==> src/rtl/seq_mag_cmp_if.sv <==
// Handshake/operand bundle for the sequential magnitude comparator.
interface seq_mag_cmp_if #(
    parameter int unsigned WIDTH = 8,
    parameter int unsigned DIGIT = 2
);
    localparam int unsigned NUM = WIDTH / DIGIT;
    localparam int unsigned CW  = $clog2(NUM) + 1;

    logic             start;
    logic [WIDTH-1:0] A;
    logic [WIDTH-1:0] B;
    logic             is_signed;
    logic             busy;
    logic             done;
    logic             EQ;
    logic             GT;
    logic             LT;
    logic [CW-1:0]    digits;

    // Requester side: issues operands and start, observes results.
    modport master (
        output start, A, B, is_signed,
        input  busy, done, EQ, GT, LT, digits
    );

    // Comparator side.
    modport slave (
        input  start, A, B, is_signed,
        output busy, done, EQ, GT, LT, digits
    );
endinterface

==> src/rtl/seq_mag_cmp.sv <==
// Multi-cycle MSB-first magnitude comparator, DIGIT bits per cycle with early
// exit on the first differing digit. Signed mode flips the operand MSBs so the
// unsigned digit compare yields the two's-complement ordering.
module seq_mag_cmp #(
    parameter int unsigned WIDTH = 8,
    parameter int unsigned DIGIT = 2
) (
    input  logic          clk,
    input  logic          rst,
    seq_mag_cmp_if.slave  bus
);
    localparam int unsigned NUM = WIDTH / DIGIT;
    localparam int unsigned CW  = $clog2(NUM) + 1;

    localparam logic [WIDTH-1:0] MSB_MASK = WIDTH'(1) << (WIDTH - 1);
    localparam logic [CW-1:0]    LAST_IDX = CW'(NUM - 1);

    typedef enum logic [1:0] {
        IDLE = 2'd0,
        CMP  = 2'd1,
        DONE = 2'd2
    } state_t;

    state_t           state_q;
    logic [WIDTH-1:0] sa_q;
    logic [WIDTH-1:0] sb_q;
    logic [CW-1:0]    idx_q;
    logic             busy_q;
    logic             done_q;
    logic             eq_q;
    logic             gt_q;
    logic             lt_q;
    logic [CW-1:0]    digits_q;

    logic [DIGIT-1:0] da_c;
    logic [DIGIT-1:0] db_c;

    // Current digit under comparison is always the top of each shift register.
    always_comb begin
        da_c = sa_q[WIDTH-1 -: DIGIT];
        db_c = sb_q[WIDTH-1 -: DIGIT];
    end

    // Control FSM with registered handshake and result outputs.
    always_ff @(posedge clk) begin
        if (rst) begin
            state_q  <= IDLE;
            sa_q     <= '0;
            sb_q     <= '0;
            idx_q    <= '0;
            busy_q   <= 1'b0;
            done_q   <= 1'b0;
            eq_q     <= 1'b0;
            gt_q     <= 1'b0;
            lt_q     <= 1'b0;
            digits_q <= '0;
        end else begin
            case (state_q)
                IDLE: begin
                    done_q <= 1'b0;
                    if (bus.start) begin
                        sa_q     <= bus.is_signed ? (bus.A ^ MSB_MASK) : bus.A;
                        sb_q     <= bus.is_signed ? (bus.B ^ MSB_MASK) : bus.B;
                        idx_q    <= '0;
                        eq_q     <= 1'b0;
                        gt_q     <= 1'b0;
                        lt_q     <= 1'b0;
                        digits_q <= '0;
                        busy_q   <= 1'b1;
                        state_q  <= CMP;
                    end
                end
                CMP: begin
                    if (da_c != db_c) begin
                        gt_q     <= (da_c > db_c);
                        lt_q     <= (da_c < db_c);
                        digits_q <= idx_q + CW'(1);
                        busy_q   <= 1'b0;
                        done_q   <= 1'b1;
                        state_q  <= DONE;
                    end else if (idx_q == LAST_IDX) begin
                        eq_q     <= 1'b1;
                        digits_q <= CW'(NUM);
                        busy_q   <= 1'b0;
                        done_q   <= 1'b1;
                        state_q  <= DONE;
                    end else begin
                        sa_q  <= sa_q << DIGIT;
                        sb_q  <= sb_q << DIGIT;
                        idx_q <= idx_q + CW'(1);
                    end
                end
                DONE: begin
                    done_q  <= 1'b0;
                    state_q <= IDLE;
                end
                default: begin
                    busy_q  <= 1'b0;
                    done_q  <= 1'b0;
                    state_q <= IDLE;
                end
            endcase
        end
    end

    assign bus.busy   = busy_q;
    assign bus.done   = done_q;
    assign bus.EQ     = eq_q;
    assign bus.GT     = gt_q;
    assign bus.LT     = lt_q;
    assign bus.digits = digits_q;
endmodule

==> src/flat_wrapper.sv <==
// flat-port wrapper written by rule: the top's interface ports become plain ports
module seq_mag_cmp_flat 
#(
    parameter int unsigned WIDTH = 8,
    parameter int unsigned DIGIT = 2
)
  (clk, rst, bus_start, bus_A, bus_B, bus_is_signed, bus_busy, bus_done, bus_EQ, bus_GT, bus_LT, bus_digits);
  seq_mag_cmp_if #(.WIDTH(WIDTH), .DIGIT(DIGIT)) bus_i ();
  input  logic clk;
  input  logic rst;
  input wire logic [$bits(bus_i.start)-1:0] bus_start;
  input wire logic [$bits(bus_i.A)-1:0] bus_A;
  input wire logic [$bits(bus_i.B)-1:0] bus_B;
  input wire logic [$bits(bus_i.is_signed)-1:0] bus_is_signed;
  output wire logic [$bits(bus_i.busy)-1:0] bus_busy;
  output wire logic [$bits(bus_i.done)-1:0] bus_done;
  output wire logic [$bits(bus_i.EQ)-1:0] bus_EQ;
  output wire logic [$bits(bus_i.GT)-1:0] bus_GT;
  output wire logic [$bits(bus_i.LT)-1:0] bus_LT;
  output wire logic [$bits(bus_i.digits)-1:0] bus_digits;
  assign bus_i.start = bus_start;
  assign bus_i.A = bus_A;
  assign bus_i.B = bus_B;
  assign bus_i.is_signed = bus_is_signed;
  assign bus_busy = bus_i.busy;
  assign bus_done = bus_i.done;
  assign bus_EQ = bus_i.EQ;
  assign bus_GT = bus_i.GT;
  assign bus_LT = bus_i.LT;
  assign bus_digits = bus_i.digits;
  seq_mag_cmp #(.WIDTH(WIDTH), .DIGIT(DIGIT)) u_core (.clk(clk), .rst(rst), .bus(bus_i));
endmodule
==> config.mk <==
export PLATFORM = sky130hd
export DESIGN_NAME = seq_mag_cmp_flat
export DESIGN_NICKNAME = d
export VERILOG_FILES = /design/src/rtl/seq_mag_cmp_if.sv /design/src/rtl/seq_mag_cmp.sv /design/src/flat_wrapper.sv
export SDC_FILE = /design/constraint.sdc
export NUM_CORES = 1
export LEC_CHECK = 0
export ABC_CLOCK_PERIOD_IN_PS = 2500
export CAP_MARGIN = 20
export CORE_MARGIN = 2
export CORE_UTILIZATION = 49
export CTS_CLUSTER_DIAMETER = 100
export DETAILED_ROUTE_END_ITERATION = 10
export GPL_TIMING_DRIVEN = 0
export PLACE_DENSITY = 0.88
export SKIP_CTS_REPAIR_TIMING = 1
export SLEW_MARGIN = 20
export SYNTH_ARGS = -nofsm -noshare
export SYNTH_HDL_FRONTEND = slang
export SYNTH_SLANG_ARGS = --single-unit
export TNS_END_PERCENT = 20
==> constraint.sdc <==
create_clock -name clk -period 2.5 [get_ports clk]
set_clock_uncertainty 0.1 [all_clocks]
set_input_delay 0.25 -clock clk [delete_from_list [all_inputs] [get_ports clk]]
set_output_delay 0.25 -clock clk [all_outputs]
set_load 0.01 [all_outputs]
==> results of run 1 <==
==> power by group through the flow <==
stage	Combinational (mW)	Clock, mW	Sequential, mW
finish	0.353	0.320	0.561
global route	0.400	0.346	0.566
CTS	0.352	0.325	0.561
detailed placement	0.351	0	0.571
global placement	0.340	0	0.567
floorplan	0.239	0	0.566
==> synthesized netlist by cell type, drive strengths merged <==
| cell type | n | area [um2] |
|---|---|---|
| dfxtp | 29 | 581 |
| nand2 | 29 | 109 |
| nor2 | 24 | 90.1 |
| a21oi | 12 | 63.8 |
| a311oi | 10 | 87.6 |
| clkbuf | 7 | 26.3 |
| a22oi | 6 | 45.0 |
| inv | 5 | 18.8 |
| ha | 4 | 50.1 |
| nand2b | 3 | 18.8 |
| nand3b | 3 | 22.5 |
| o211ai | 3 | 22.5 |
| buf | 2 | 16.3 |
| nor3 | 2 | 10.0 |
| xnor2 | 2 | 17.5 |
| a21o | 1 | 7.51 |
| a2bb2oi | 1 | 8.76 |
| mux2i | 1 | 10.0 |
| nand3 | 1 | 5.00 |
| nand4b | 1 | 15.0 |
| nor2b | 1 | 6.26 |
| nor3b | 1 | 7.51 |
| o21ai | 1 | 5.00 |
| or3 | 1 | 6.26 |
==> flip-flops by register name, indices dropped and copies added, names as in the netlist <==
register           flops
u_core.bus.GT          1
u_core.state_q         2
u_core.bus.digits      3
u_core.bus.done        1
u_core.bus.EQ          1
u_core.sa_q            8
u_core.bus.LT          1
u_core.bus.busy        1
u_core.idx_q           3
u_core.sb_q            8
==> cells by family (layout without fill, tap and decap cells) <==
group | count (synthesis) | after routing | share of synthesized area (%)
AO/OA/AOI/OAI | 34 | 34 | 19.2
adder cells (fa/ha/maj) | 4 | 4 | 4.00
buffers and inverters | 14 | 48 | 4.91
flip-flops | 29 | 29 | 46.4
AND/OR/NAND/NOR | 66 | 66 | 23.2
multiplexers | 1 | 1 | 0.801
XOR/XNOR | 2 | 2 | 1.40
==> metal layers <==
metal	wire length, um	global-route usage, %
met2	1430	35.9
met4	49	13.3
met3	189	9.84
met5	0	0
met1	1110	23.3
==> area by class of cell <==
class                      count  share of cell area [%]
buffer                         9                    2.63
multi-input combinational    107                    37.6
tap                           30                    2.32
clock inverter                 1                   0.309
inverter                       5                    1.16
timing repair buffer          26                    16.1
sequential                    29                    35.9
clock buffer                   7                    4.02
==> how the worst max path moves through the flow <==
stage,to,from,cells after the start,slack (ps)
after global routing,u_core.sa_q[4],u_core.idx_q[0],7,190
after global placement,u_core.idx_q[0],u_core.idx_q[0],7,470
after CTS,u_core.idx_q[0],u_core.idx_q[0],7,390
after floorplan,u_core.idx_q[2],u_core.idx_q[0],7,640
final,u_core.idx_q[0],u_core.idx_q[0],7,390
after detailed placement,u_core.idx_q[0],u_core.idx_q[0],7,400
==> through the flow <==
step | cell area, um2 | hold WS (ps) | cells
4_1_cts | 1620 | 217 | 214
5_1_grt | 1620 | 250 | 214
3_3_place_gp | 1550 | 340 | 206
3_5_place_dp | 1550 | 347 | 206
6_report | 1620 | 225 | 214
2_1_floorplan | 1250 | 311 | 150
==> impl_metrics.json, run 1 <==
{
  "utilization_pct": 65.9,
  "wl_per_cell_um": 13.0,
  "io_pins": 28,
  "grt_use_total_pct": 22.1,
  "drt_iter0_markers": 30,
  "slew_violations": 0,
  "ff_latch_area_um2": 581,
  "hold_end": "u_core.idx_q[2]",
  "die-height_um": 54.5,
  "crit_path_max_incr_delay_ps": 350,
  "grt_pass1_vias": 1103,
  "hold_violations": 0,
  "p_int_mw": 0.841,
  "period_share_pct": 84.3,
  "rsz0062_at_grt": "false",
  "p_comb_share_pct": 28.6,
  "fmax_mhz": 475,
  "worstMarginPinSlew_ps": 528,
  "initial_core_util_pct": 50.9,
  "finalSetupTns_ps": 0,
  "path_max_fanout": 10,
  "layout-drive-gt1-share_pct": 6.52,
  "powerDensity_nw_per_um2": 763,
  "switching_share_pct": 31.8,
  "cap_violations": 0,
  "die_w_um": 54.5,
  "setup_ws_ps": 394,
  "drtAntennaViolNets": 0,
  "num-nets-final": 207,
  "vias_per_cell": 5.47,
  "rows": 18,
  "cts_inserted_buffers": 5,
  "crit_required_ps": 2600,
  "dieArea_um2": 2970,
  "reg2reg_from": "u_core.idx_q[0]",
  "synth_seq_cells": 29,
  "areaGrowthSynthToFinish_pct": 29.4,
  "outcome": "finished clean",
  "setup_viol": 0,
  "grt_max_degree": 11,
  "portBuffers": 26,
  "drtPass1Iterations": 5,
  "ctsLongestPathBuffers": 2,
  "cp-start-kind": "flip-flop",
  "dpl.hpwl_mm": 2.09,
  "r2r-end": "u_core.idx_q[0]",
  "pwr-share-clk_pct": 25.9,
  "gp_congestion": 0.883,
  "end_kind": "flip-flop",
  "max-slew-margin-rel_pct": 64.7,
  "fin_crit_ps": 2110,
  "ys.warnings.count": 0,
  "htree_levels": 2,
  "multiInputGateArea_um2": 608,
  "rrSetupSlack_ps": 390,
  "power_mw": 1.23,
  "netlist_instances": 150,
  "p_sw_mw": 0.393,
  "reg2regPathDepth": 7,
  "holdPathStages": 2,
  "worstHoldPathType": "input pin to flip-flop",
  "arrival_ps": 2210,
  "peakVddDrop_uv": 584,
  "antenna_found_initial": 0,
  "ys_seq_area_share_pct": 46.4,
  "crit_top_cell": "ha_1",
  "synth_nets": 174,
  "layout_common_cells": "nand2_1 (29), dfxtp_1 (29), clkdlybuf4s50_1 (26), nor2_1 (24), a21oi_1 (11)",
  "netlist_area_um2": 1250,
  "cts_tree": "built",
  "syn_area_per_cell_um2": 8.33,
  "grt_overflow_total": 0,
  "cts_sinks": 29,
  "grt_pass1_wl_mm": 4.48,
  "route.detailed.drc": 0,
  "cp.buffers_inverters": 1,
  "n_antenna_cell": 0,
  "cts_root_buf": "clkbuf_4",
  "min-delay-start": "rst",
  "dr_total_vias": 1170,
  "core_region_area_um2": 2450,
  "clk_pin_slew_ps": 90,
  "seq_power_share_pct": 45.5,
  "drt-total-wl_mm": 2.78,
  "num-fill-cells": 203,
  "dpl_worst_slack_ps": 401,
  "clkLatencyLatePin_ps": 330,
  "path_delay_family": "adder cells",
  "power.leakage_nw": 0.622,
  "critPathKind": "flip-flop to flip-flop",
  "crit_slowest_cell": "dfxtp_1",
  "worstPathCellList": "ha_1, ha_1, nand4b_2, a21oi_2, buf_2, mux2i_1, nor2_1",
  "yosysUniqueCellTypes": 26
}
No activity file was read; power rests on OpenSTA's default activity.
==> inputs of run 2 (changes only) <==
ABC_CLOCK_PERIOD_IN_PS = 1700   (was 2500)
CORE_UTILIZATION = 44   (was 49)
PLACE_DENSITY = 0.84   (was 0.88)
clock period = 1.7 ns   (was 2.5 ns; I/O delays follow)
==> run 2 against run 1 <==
  * Clock power rose by 52%
  * Via count up 8.2%
  * Worst hold slack worse by 37 ps
  * The run now ends with negative setup slack left
  * Highest routed layer unchanged
  * Combinational power is 90% higher
  * Count of clock-buffer cells in the layout did not move
  * Power up 62%
  * Die area grew 11%
==> impl_metrics.json, run 2 (same netlist as run 1, synthesis figures left out) <==
{
  "setup_ws_ps": -144,
  "cp.buffers_inverters": 2,
  "dieArea_um2": 3280,
  "place_inst": 207,
  "switching_share_pct": 33.7,
  "cts_root_buf": "clkbuf_4",
  "utilization_pct": 65.4,
  "worstHoldPathType": "input pin to flip-flop",
  "htree_levels": 2,
  "rows": 19,
  "p_sw_mw": 0.673,
  "final_common_cell": "nand2_1",
  "ctsLongestPathBuffers": 2,
  "clkLatencyLatePin_ps": 330,
  "grt_use_total_pct": 20.1,
  "holdPathStages": 2,
  "crit_path_max_incr_delay_ps": 370,
  "die_w_um": 57.3,
  "arrival_ps": 2010,
  "drtPass1Iterations": 4,
  "pwr-share-clk_pct": 24.4,
  "p_int_mw": 1.33,
  "worstPathCellList": "inv_1, ha_4, nand4b_4, a21o_1, buf_6, or3_4, a21oi_2",
  "seq_power_share_pct": 42.0,
  "cap_violations": 0,
  "gp_congestion": 0.837,
  "grt_overflow_total": 0,
  "crit_slowest_cell": "dfxtp_1",
  "cts_tree": "built",
  "cts_sinks": 29,
  "crit_required_ps": 1870,
  "end_kind": "flip-flop",
  "num-nets-final": 213,
  "cp_num_cells": 7,
  "path_delay_family": "simple AND/OR/NAND/NOR gates",
  "core_region_area_um2": 2730,
  "grt_pass1_vias": 1173,
  "cts_inserted_buffers": 5,
  "drtAntennaViolNets": 0,
  "setup_viol": 10,
  "drt-total-wl_mm": 3.47,
  "layout-drive-gt1-share_pct": 18.4,
  "top_regs": "u_core.sa_q x8, u_core.sb_q x8",
  "final_cells": 221,
  "initial_core_util_pct": 45.7,
  "n_antenna_cell": 0,
  "layout_common_cells": "nand2_1 (29), dfxtp_1 (28), clkdlybuf4s50_1 (26), nor2_1 (22), a21oi_1 (10)",
  "max-slew-margin-rel_pct": 56.3,
  "rrSetupSlack_ps": -140,
  "io_pins": 28,
  "fmax_mhz": 542,
  "grt_max_degree": 11,
  "dr_total_vias": 1266,
  "wl_per_cell_um": 15.7,
  "hold_violations": 0,
  "critPathKind": "flip-flop to flip-flop",
  "antenna_found_initial": 0,
  "worstMarginPinSlew_ps": 654,
  "grt_pass1_wl_mm": 4.96,
  "rsz0062_at_grt": "true",
  "peakVddDrop_uv": 779,
  "outcome": "finished with violations",
  "num-fill-cells": 209,
  "drt_iter0_markers": 35,
  "period_share_pct": 108,
  "die-height_um": 57.3,
  "power.leakage_nw": 0.673,
  "p_comb_share_pct": 33.6,
  "clk_pin_slew_ps": 100,
  "path_max_fanout": 6,
  "areaGrowthSynthToFinish_pct": 42.9,
  "cp-start-kind": "flip-flop",
  "powerDensity_nw_per_um2": 1120,
  "route.detailed.drc": 0,
  "portBuffers": 26,
  "vias_per_cell": 5.73,
  "dpl.hpwl_mm": 2.28,
  "slew_violations": 0,
  "finalSetupTns_ps": -531,
  "power_mw": 2.00,
  "fin_crit_ps": 1840,
  "reg2regPathDepth": 7,
  "violations": "negative setup slack"
}
[run 2: cell count changes in the layout (fill, tap and decap cells not counted), sizes merged]
cell	change
buf	+6
[run 2: worst paths after layout]
kind                   from              end
max          u_core.sa_q[6]  u_core.idx_q[2]
max reg2reg  u_core.sa_q[6]  u_core.idx_q[2]
min reg2reg  u_core.sa_q[4]   u_core.sa_q[6]
min                     rst  u_core.idx_q[2]
[run 2: routing by layer]
layer  GRT usage, %  part of all wire (%)
met1           20.9                    39
met2           37.8                    55
met3           3.63                   4.2
met4           10.6                   2.0
met5              0                     0
[run 2: metrics by stage]
step                hold WS [ps]  area (um2)  setup WS (ps)
global route                 206        1790           -193
global placement             344        1580           -157
detailed placement           356        1580           -215
CTS                          151        1650           -223
floorplan                    231        1280          -31.3
finish                       188        1790           -144
[run 2: layout make-up]
class                      count  area [um2]  area share (%)
buffer                         9        55.1            3.08
clock buffer                   7        65.1            3.64
clock inverter                 1        5.00           0.280
inverter                       5        18.8            1.05
multi-input combinational    107         717            40.1
sequential                    29         584            32.7
tap                           31        38.8            2.17
timing repair buffer          32         303            16.9
[run 2: power groups by stage]
| stage | registers, mW | logic (mW) | clock network (mW) |
|---|---|---|---|
| after floorplan | 0.835 | 0.378 | 0 |
| after global placement | 0.837 | 0.528 | 0 |
| after detailed placement | 0.846 | 0.548 | 0 |
| after CTS | 0.830 | 0.554 | 0.486 |
| after global routing | 0.849 | 0.727 | 0.516 |
| final | 0.840 | 0.672 | 0.488 |
==> inputs of run 3 (changes only) <==
ABC_CLOCK_PERIOD_IN_PS = not set   (was 1700)
==> results of run 3 <==
Same layout as run 2: the final DEF is identical, and so are final timing and power.
